File: src/rtl/traffic_sensor_conditioner_if.sv
// Signal bundle between the raw road sensors and the traffic light controller inputs.
// master drives the raw detector lines; slave is the conditioner that produces the controller inputs.
interface traffic_sensor_conditioner_if;
  logic [3:0] loop_in;
  logic [3:0] siren_in;
  logic [1:0] TA;
  logic [1:0] TB;
  logic [1:0] TC;
  logic [1:0] TD;
  logic       VA;
  logic       VB;
  logic       VC;
  logic       VD;
  logic       emg_mode;
  logic [1:0] ER;
  logic       window_tick;

  modport master (
    output loop_in, siren_in,
    input  TA, TB, TC, TD, VA, VB, VC, VD, emg_mode, ER, window_tick
  );

  modport slave (
    input  loop_in, siren_in,
    output TA, TB, TC, TD, VA, VB, VC, VD, emg_mode, ER, window_tick
  );
endinterface

File: src/rtl/traffic_sensor_conditioner.sv
// Debounces raw loop and siren detectors, measures per-road traffic density per window,
// generates held vehicle-present flags and arbitrates sirens into one latched emergency road.
module traffic_sensor_conditioner #(
  parameter int unsigned DEB_CYCLES = 4,
  parameter int unsigned WINDOW     = 256,
  parameter int unsigned TH1        = 2,
  parameter int unsigned TH2        = 5,
  parameter int unsigned TH3        = 9,
  parameter int unsigned VHOLD      = 64,
  parameter int unsigned EMG_HOLD   = 128
) (
  input  logic                         clk,
  input  logic                         rst,
  traffic_sensor_conditioner_if.slave  bus
);

  localparam int unsigned NLINE   = 8;
  localparam int unsigned NROAD   = 4;
  localparam int unsigned DW      = $clog2(DEB_CYCLES + 1);
  localparam int unsigned WW      = (WINDOW > 1) ? $clog2(WINDOW) : 1;
  localparam int unsigned VW      = $clog2(VHOLD + 1);
  localparam int unsigned EW      = $clog2(EMG_HOLD + 1);
  localparam int unsigned CW      = 4;
  localparam int unsigned CNT_MAX = 15;

  typedef enum logic [1:0] {
    S_IDLE   = 2'd0,
    S_ACTIVE = 2'd1,
    S_HOLD   = 2'd2
  } emg_state_e;

  // debounce: lines 0..3 are loops A..D, lines 4..7 are sirens A..D
  logic [NLINE-1:0]          raw_c;
  logic [NLINE-1:0]          deb_q, deb_d;
  logic [NLINE-1:0][DW-1:0]  dcnt_q, dcnt_d;
  logic [NROAD-1:0]          loop_c;
  logic [NROAD-1:0]          siren_c;

  // vehicle events and density
  logic [NROAD-1:0]          loop_dly_q, loop_dly_d;
  logic [NROAD-1:0]          ev_q, ev_d;
  logic [WW-1:0]             win_q, win_d;
  logic                      win_term_c;
  logic [NROAD-1:0][CW-1:0]  cnt_inc_c;
  logic [NROAD-1:0][CW-1:0]  cnt_q, cnt_d;
  logic [NROAD-1:0][1:0]     dens_q, dens_d;
  logic                      tick_q, tick_d;

  // vehicle-present flags
  logic [NROAD-1:0][VW-1:0]  vh_q, vh_d;
  logic [NROAD-1:0]          v_q, v_d;

  // emergency arbitration
  emg_state_e                st_q, st_d;
  logic                      emg_q, emg_d;
  logic [1:0]                er_q, er_d;
  logic [EW-1:0]             ecnt_q, ecnt_d;

  function automatic logic [1:0] quantize(input logic [CW-1:0] c);
    logic [1:0] q;
    if (32'(c) < TH1)      q = 2'd0;
    else if (32'(c) < TH2) q = 2'd1;
    else if (32'(c) < TH3) q = 2'd2;
    else                   q = 2'd3;
    return q;
  endfunction

  function automatic logic [1:0] first_set(input logic [NROAD-1:0] s);
    logic [1:0] idx;
    if (s[0])      idx = 2'd0;
    else if (s[1]) idx = 2'd1;
    else if (s[2]) idx = 2'd2;
    else           idx = 2'd3;
    return idx;
  endfunction

  assign raw_c   = {bus.siren_in, bus.loop_in};
  assign loop_c  = deb_q[NROAD-1:0];
  assign siren_c = deb_q[NLINE-1:NROAD];

  // A line flips only after DEB_CYCLES consecutive samples disagree with it
  always_comb begin
    deb_d  = deb_q;
    dcnt_d = '0;
    for (int i = 0; i < NLINE; i++) begin
      if (raw_c[i] != deb_q[i]) begin
        if (dcnt_q[i] == DW'(DEB_CYCLES - 1)) begin
          deb_d[i] = ~deb_q[i];
        end else begin
          dcnt_d[i] = dcnt_q[i] + DW'(1);
        end
      end
    end
  end

  // Window counting; an event in the terminal cycle still lands in the closing window
  always_comb begin
    loop_dly_d = loop_c;
    ev_d       = loop_c & ~loop_dly_q;
    win_term_c = (win_q == WW'(WINDOW - 1));
    win_d      = win_term_c ? '0 : win_q + WW'(1);
    tick_d     = win_term_c;
    cnt_inc_c  = cnt_q;
    cnt_d      = cnt_q;
    dens_d     = dens_q;
    for (int r = 0; r < NROAD; r++) begin
      if (ev_q[r] && (cnt_q[r] != CW'(CNT_MAX))) begin
        cnt_inc_c[r] = cnt_q[r] + CW'(1);
      end
      if (win_term_c) begin
        dens_d[r] = quantize(cnt_inc_c[r]);
        cnt_d[r]  = '0;
      end else begin
        cnt_d[r]  = cnt_inc_c[r];
      end
    end
  end

  // Hold counter is kept preloaded while the loop is occupied, so it starts counting at the fall
  always_comb begin
    vh_d = vh_q;
    v_d  = v_q;
    for (int r = 0; r < NROAD; r++) begin
      if (loop_c[r]) begin
        vh_d[r] = VW'(VHOLD);
        v_d[r]  = 1'b1;
      end else if (vh_q[r] != '0) begin
        vh_d[r] = vh_q[r] - VW'(1);
        v_d[r]  = (vh_q[r] > VW'(1));
      end else begin
        vh_d[r] = '0;
        v_d[r]  = 1'b0;
      end
    end
  end

  // Emergency arbitration: fixed priority from IDLE only, no preemption once granted
  always_comb begin
    st_d   = st_q;
    emg_d  = emg_q;
    er_d   = er_q;
    ecnt_d = ecnt_q;
    case (st_q)
      S_IDLE: begin
        emg_d  = 1'b0;
        er_d   = 2'd0;
        ecnt_d = '0;
        if (|siren_c) begin
          st_d  = S_ACTIVE;
          emg_d = 1'b1;
          er_d  = first_set(siren_c);
        end
      end
      S_ACTIVE: begin
        if (!siren_c[er_q]) begin
          st_d   = S_HOLD;
          ecnt_d = EW'(EMG_HOLD);
        end
      end
      S_HOLD: begin
        if (siren_c[er_q]) begin
          st_d   = S_ACTIVE;
          ecnt_d = '0;
        end else if (ecnt_q <= EW'(1)) begin
          st_d   = S_IDLE;
          emg_d  = 1'b0;
          er_d   = 2'd0;
          ecnt_d = '0;
        end else begin
          ecnt_d = ecnt_q - EW'(1);
        end
      end
      default: begin
        st_d   = S_IDLE;
        emg_d  = 1'b0;
        er_d   = 2'd0;
        ecnt_d = '0;
      end
    endcase
  end

  always_ff @(posedge clk) begin
    if (rst) begin
      deb_q      <= '0;
      dcnt_q     <= '0;
      loop_dly_q <= '0;
      ev_q       <= '0;
      win_q      <= '0;
      cnt_q      <= '0;
      dens_q     <= '0;
      tick_q     <= 1'b0;
      vh_q       <= '0;
      v_q        <= '0;
      st_q       <= S_IDLE;
      emg_q      <= 1'b0;
      er_q       <= 2'd0;
      ecnt_q     <= '0;
    end else begin
      deb_q      <= deb_d;
      dcnt_q     <= dcnt_d;
      loop_dly_q <= loop_dly_d;
      ev_q       <= ev_d;
      win_q      <= win_d;
      cnt_q      <= cnt_d;
      dens_q     <= dens_d;
      tick_q     <= tick_d;
      vh_q       <= vh_d;
      v_q        <= v_d;
      st_q       <= st_d;
      emg_q      <= emg_d;
      er_q       <= er_d;
      ecnt_q     <= ecnt_d;
    end
  end

  assign bus.TA          = dens_q[0];
  assign bus.TB          = dens_q[1];
  assign bus.TC          = dens_q[2];
  assign bus.TD          = dens_q[3];
  assign bus.VA          = v_q[0];
  assign bus.VB          = v_q[1];
  assign bus.VC          = v_q[2];
  assign bus.VD          = v_q[3];
  assign bus.emg_mode    = emg_q;
  assign bus.ER          = er_q;
  assign bus.window_tick = tick_q;

endmodule
File: src/flat_wrapper.sv
// flat-port wrapper written by rule: the top's interface ports become plain ports
module traffic_sensor_conditioner_flat 
#(
  parameter int unsigned DEB_CYCLES = 4,
  parameter int unsigned WINDOW     = 256,
  parameter int unsigned TH1        = 2,
  parameter int unsigned TH2        = 5,
  parameter int unsigned TH3        = 9,
  parameter int unsigned VHOLD      = 64,
  parameter int unsigned EMG_HOLD   = 128
)
  (clk, rst, bus_loop_in, bus_siren_in, bus_TA, bus_TB, bus_TC, bus_TD, bus_VA, bus_VB, bus_VC, bus_VD, bus_emg_mode, bus_ER, bus_window_tick);
  traffic_sensor_conditioner_if bus_i ();
  input  logic clk;
  input  logic rst;
  input wire logic [$bits(bus_i.loop_in)-1:0] bus_loop_in;
  input wire logic [$bits(bus_i.siren_in)-1:0] bus_siren_in;
  output wire logic [$bits(bus_i.TA)-1:0] bus_TA;
  output wire logic [$bits(bus_i.TB)-1:0] bus_TB;
  output wire logic [$bits(bus_i.TC)-1:0] bus_TC;
  output wire logic [$bits(bus_i.TD)-1:0] bus_TD;
  output wire logic [$bits(bus_i.VA)-1:0] bus_VA;
  output wire logic [$bits(bus_i.VB)-1:0] bus_VB;
  output wire logic [$bits(bus_i.VC)-1:0] bus_VC;
  output wire logic [$bits(bus_i.VD)-1:0] bus_VD;
  output wire logic [$bits(bus_i.emg_mode)-1:0] bus_emg_mode;
  output wire logic [$bits(bus_i.ER)-1:0] bus_ER;
  output wire logic [$bits(bus_i.window_tick)-1:0] bus_window_tick;
  assign bus_i.loop_in = bus_loop_in;
  assign bus_i.siren_in = bus_siren_in;
  assign bus_TA = bus_i.TA;
  assign bus_TB = bus_i.TB;
  assign bus_TC = bus_i.TC;
  assign bus_TD = bus_i.TD;
  assign bus_VA = bus_i.VA;
  assign bus_VB = bus_i.VB;
  assign bus_VC = bus_i.VC;
  assign bus_VD = bus_i.VD;
  assign bus_emg_mode = bus_i.emg_mode;
  assign bus_ER = bus_i.ER;
  assign bus_window_tick = bus_i.window_tick;
  traffic_sensor_conditioner #(.DEB_CYCLES(DEB_CYCLES), .WINDOW(WINDOW), .TH1(TH1), .TH2(TH2), .TH3(TH3), .VHOLD(VHOLD), .EMG_HOLD(EMG_HOLD)) u_core (.clk(clk), .rst(rst), .bus(bus_i));
endmodule
File: config.mk
export PLATFORM = sky130hd
export DESIGN_NAME = traffic_sensor_conditioner_flat
export DESIGN_NICKNAME = d
export VERILOG_FILES = /design/src/rtl/traffic_sensor_conditioner_if.sv /design/src/rtl/traffic_sensor_conditioner.sv /design/src/flat_wrapper.sv
export SDC_FILE = /design/constraint.sdc
export NUM_CORES = 1
export LEC_CHECK = 0
export ABC_AREA = 1
export ABC_CLOCK_PERIOD_IN_PS = 1940
export CORE_AREA = 2 2 115 84
export CTS_CLUSTER_DIAMETER = 120
export DETAILED_ROUTE_END_ITERATION = 7
export DIE_AREA = 0 0 117 86
export PLACE_DENSITY = 0.78
export RECOVER_POWER = 100
export SETUP_SLACK_MARGIN = 0.2
export SKIP_CTS_REPAIR_TIMING = 1
export SYNTH_ARGS = -nofsm -noshare
export SYNTH_HDL_FRONTEND = slang
export SYNTH_SLANG_ARGS = --single-unit
File: constraint.sdc
create_clock -name clk -period 1.94 [get_ports clk]
set_clock_uncertainty 0.15 [all_clocks]
set_input_delay 0.388 -clock clk [delete_from_list [all_inputs] [get_ports clk]]
set_output_delay 0.388 -clock clk [all_outputs]
set_load 0.05 [all_outputs]
* After elaboration in Yosys (flattened, before gate mapping)
Cells that the tools add are included.
Word-level totals: bits of input ports 10, bits in registers 118, output and inout bits 16, word-level logic and storage cells 214
Cells by class: $lt $le $gt $ge 18, add/subtract/negate cells 18, reductions and logical operators 33, bitwise operators 23, eq/ne operators 28, mux-type cells 53
Operator list (number):
- $mux W7 | 8
- $reduce_or A3 Y1 | 12
- $mux W2 | 16
- $gt A7 B1 Y1 const B | 4
- $reduce_bool A7 Y1 | 4
- $sub A7 B1 Y7 const B | 4
- $add A3 B1 Y3 const B | 8
- $eq A3 B2 Y1 const B | 8
- $mux W8 | 3
- $not A1 Y1 | 21
- $mux W1 | 17
- $add A4 B1 Y4 const B | 4
- $lt A4 B2 Y1 const B | 4
- $lt A4 B3 Y1 const B | 4
- $lt A4 B4 Y1 const B | 4
- $mux W4 | 4
- $ne A4 B4 Y1 const B | 4
- $pmux W8 S2 | 1
- $reduce_and A2 Y1 | 8
- $pmux W2 S3 | 2
- $add A8 B1 Y8 const B | 1
- $eq A8 B8 Y1 const B | 1
- $le A8 B1 Y1 const B | 1
- $ne A1 B1 Y1 | 8
- other kinds (16) | 22

* Longest topological paths before layout
word-level depth 7, gate-level depth with buffers 11

* Least setup slack after synthesis
Ideal clock, no wire load.
path type register -> register, from reg u_core.er_q[0] (netlist: u_core.bus.ER[0]), to reg u_core.st_q[0], stages on the path, launching flop included 10, slack 0.251 ns, arrival time 1.423 ns, data required time 1.674 ns, clock period less this slack 1.689 ns, path buffers 0, cells stage by stage dfxtp_1 -> inv_2 -> nand2_1 -> nand3_2 -> nand2_4 -> inv_2 -> nand2_4 -> nand3_4 -> o21ai_0 -> nor2_1
Between the ends: word-level cells in the longest chain between the ends 4, elaborated cells on any way between the ends 7, those cells by class eq/ne: 2; mux: 4; reduce/logical: 1
Ends and longest elaborated chain:
- from (decl) | line traffic_sensor_conditioner.sv:56 | logic [1:0] er_q, er_d;
- from (signal assigned) | line traffic_sensor_conditioner.sv:211 | er_q <= er_d;
- $bmux W1 S2 (*) | line traffic_sensor_conditioner.sv:155, traffic_sensor_conditioner.sv:161
- $mux W1 (implied by the code) (*) | line traffic_sensor_conditioner.sv:155, traffic_sensor_conditioner.sv:161
- $ne A3 B1 Y1 (no line) (tied with other cells)
- $reduce_and A3 Y1 (no line) / $pmux W2 S3 (equally long branches)
- to (signal assigned) | line traffic_sensor_conditioner.sv:209 | st_q <= st_d;
- to (decl) | line traffic_sensor_conditioner.sv:54 | emg_state_e st_q, st_d;
Mark *: on every way between the ends. The rest lies on a longest branch, timed or not. The select of a mux whose other input is x is not followed. A chain may end at the register's enable or synchronous reset.

* Worst setup path after layout
from reg u_core.dens_q, in the netlist u_core.bus.TD[0], to out bus_TD[0]
RTL lines:
- from (decl) | line traffic_sensor_conditioner.sv:46 | logic [NROAD-1:0][1:0] dens_q, dens_d;
- from (signal assigned) | line traffic_sensor_conditioner.sv:205 | dens_q <= dens_d;
- to (decl) | line flat_wrapper.sv:21 | output wire logic [$bits(bus_i.TD)-1:0] bus_TD;
No word-level cell between the ends.

==> impl_metrics.csv <==
group,metric,value,unit
clocking,cts_tree,"yes",
clocking,clock-sinks,118,
routing,via_count,4361,
timing,final_hold_viol_count,0,
clocking,clk_latency,0.41,ns
timing,worstMarginPinSlew,0.603,ns
global_route,grt_pass1_wl,17.6,mm
finish,final_cell_mix,"nand2_1 (133), nor2_1 (110), dfxtp_1 (110)",
finish,final_common_cell,"nand2_1",
synth,avgSynthCellArea,7.72,um2
setup_path,critPathKind,"flip-flop to output pin",
synth,synth_fa_ha_area_frac,0.0903,
timing,hold_ws,0.234,ns
global_route,overflow,0,
timing,max_slew_margin,0.600,
floorplanning,initial_utilization,0.592,
routing,routedWlPerCell,11.9,um
timing,setup_viol,0,
placed_design,io_buffers,25,
synth,syn_inst,682,
finish,area_growth,17.4,%
clocking,cts.reportedPaths.clkPinSlew,0.05,ns
pwr,vdd.ir_drop.worst,1240,uV
timing,min_period,1.77,ns
clocking,cts-root-buf,"clkbuf_16",
setup_path,crit_buf_inv,1,
routing,drcViolationCount,0,
placed_design,dp_hpwl,7.22,mm
clocking,cts_max_path_buffers,2,
timing,setup_slack,0.166,ns
timing,max_freq,564,MHz
finish,final_cells,858,
run,drv_cap,0,
floorplanning,core_area,8890,um2
setup_path,cp-start-kind,"flip-flop",
routing,dr.pass1.iters,4,
setup_path,cp_cell_sequence,"clkbuf_1",
hold_path,min-delay-path-class,"flip-flop to flip-flop",
synth,ys_seq_area_frac,0.449,
synth,netlist_area,5270,um2
floorplanning,pin_count,26,
timing,setup-tns-final,0,ns
synth,synth_seq_cells,118,
routing,wl,10.2,mm
synth,synth-edff-count,0,
floorplanning,die_w,117,um
global_route,grtUsageTotal,0.224,
setup_path,slowest_stage,"clkbuf_1",
clocking,cts_buffers,17,
hold_path,hold_depth,1,
routing,drt-initial-drc-count,221,
placed_design,gp_congestion,0.780,
setup_path,worstPathArrival,1.24,ns
setup_path,path_max_fanout,2,
setup_path,path_depth,1,
placed_design,dp.cells,827,
floorplanning,die_height,86,um
synth,synth_compound_area_frac,0.0934,
global_route,grt_pass1_vias,4155,
pwr,leakagePower,2.91,nW
routing,vias_per_cell,5.08,
synth,synthSimpleGateAreaFrac,0.263,
global_route,antenna_found_initial,0,
timing,min_period_over_period,0.915,
finish,fillers,727,
synth,synthMuxAreaShare,0,
pwr,cellPowerDensity,1260,nW/um2
synth,async_flop_share,0,
finish,final_nets,770,
synth,syn_nets,730,
synth,yosysUniqueCellTypes,38,
timing,rsz0062_at_grt,"true",
setup_path,worstPathRequired,1.40,ns
floorplanning,die_area,10100,um2
synth,synth_ff_type,"dfxtp_1",
finish,diodes,0,
outcome,status,"finished clean",
setup_path,crit_family,"buffers and inverters",
finish,drive_gt1_frac,0.113,
setup_path,cpPeakStageDelay,0.48,ns
global_route,grt_max_degree,29,
setup_path,critPathCaptureType,"output pin",
synth,yosys_warnings,0,
synth,synthXorXnorAreaFrac,0.0283,
setup_path,reg2regPathDepth,11,
placed_design,detailedPlace.worstSlack,0.0927,ns
synth,synth_top_family_by_area,"simple AND/OR/NAND/NOR gates",
timing,drv_slew,0,
clocking,htree_levels,4,
floorplanning,row_count,29,
routing,ant_nets,0,
per-stage QoR:
stage               total power [W]  utilization  cell area (um2)
global route                0.00825        0.696             6180
floorplan                   0.00447            -             5270
finish                      0.00777        0.696             6180
global placement            0.00477        0.633             5630
detailed placement          0.00487        0.633             5630
CTS                         0.00788        0.697             6190
power by group:
group	switching [W]	total [W]	internal, W
Combinational	0.00118	0.00186	0.000682
Clock	0.00103	0.00296	0.00193
Sequential	0.000195	0.00294	0.00275
cell usage after synthesis (2+ instances only):
library cell / number / area, um2
o211ai_1: 9 / 67.6
o21ai_0: 20 / 100
nand3_2: 4 / 40.0
nand2_1: 133 / 499
nand3_1: 26 / 130
buf_2: 5 / 25.0
a21o_1: 4 / 30.0
nor2_1: 111 / 417
xnor2_1: 5 / 43.8
nor2_4: 2 / 22.5
ha_1: 38 / 475
or2_1: 8 / 50.1
nor3_1: 9 / 45.0
inv_2: 5 / 18.8
o21ai_1: 5 / 25.0
inv_1: 90 / 338
dfxtp_1: 118 / 2360
clkbuf_1: 2 / 7.51
nand4_1: 4 / 25.0
a21oi_1: 39 / 195
nand2_4: 2 / 22.5
o22ai_1: 3 / 18.8
xor2_1: 12 / 105
nand2_2: 10 / 62.6
or2_2: 4 / 25.0
a21oi_2: 2 / 17.5
cell type report:
cell class	count	area, um2	share of cell area
multi-input cells	460	2540	0.411
flip-flops and latches	118	2370	0.384
clock buffers	21	460	0.0745
inverters	96	360	0.0583
repair buffers	29	190	0.0308
well taps	124	155	0.0251
clock inverters	10	105	0.0170
kinds of logic after synthesis:
group	after synthesis
AND/OR/NAND/NOR	318
flip-flops	118
buffers and inverters	104
AO/OA/AOI/OAI	87
adder cells (fa/ha/maj)	38
XOR/XNOR	17
final timing paths:
path                                   startpoint                            end  slack [ns]
setup / recovery    u_core.bus.TD[0]$_SDFFE_PP0P_                      bus_TD[0]        0.17
hold / removal    u_core.loop_dly_q[3]$_SDFF_PP0_      u_core.ev_q[3]$_SDFF_PP0_        0.23
setup reg to reg    u_core.ecnt_q[0]$_SDFFE_PP0P_  u_core.ecnt_q[4]$_SDFFE_PP0P_        0.24
hold reg to reg   u_core.loop_dly_q[3]$_SDFF_PP0_      u_core.ev_q[3]$_SDFF_PP0_        0.23
routing by layer:
metal | vias to the layer above | track usage | wire [um]
li1 | 2239 | - | -
met4 | 0 | 0.111 | 165
met2 | 74 | 0.384 | 4890
met5 | - | 0 | 0
met3 | 16 | 0.0466 | 373
met1 | 2032 | 0.266 | 4760
state kept, by name (all words and copies together), names as in the netlist, 4 cells and up:
name	count
u_core.vh_q	28
u_core.ecnt_q	8
u_core.ev_q	4
u_core.win_q	8
u_core.loop_dly_q	4
u_core.dcnt_q	24
u_core.v_q	4
u_core.deb_q	8
u_core.cnt_q	16
Note: power is estimated with default switching activity, not from simulation.
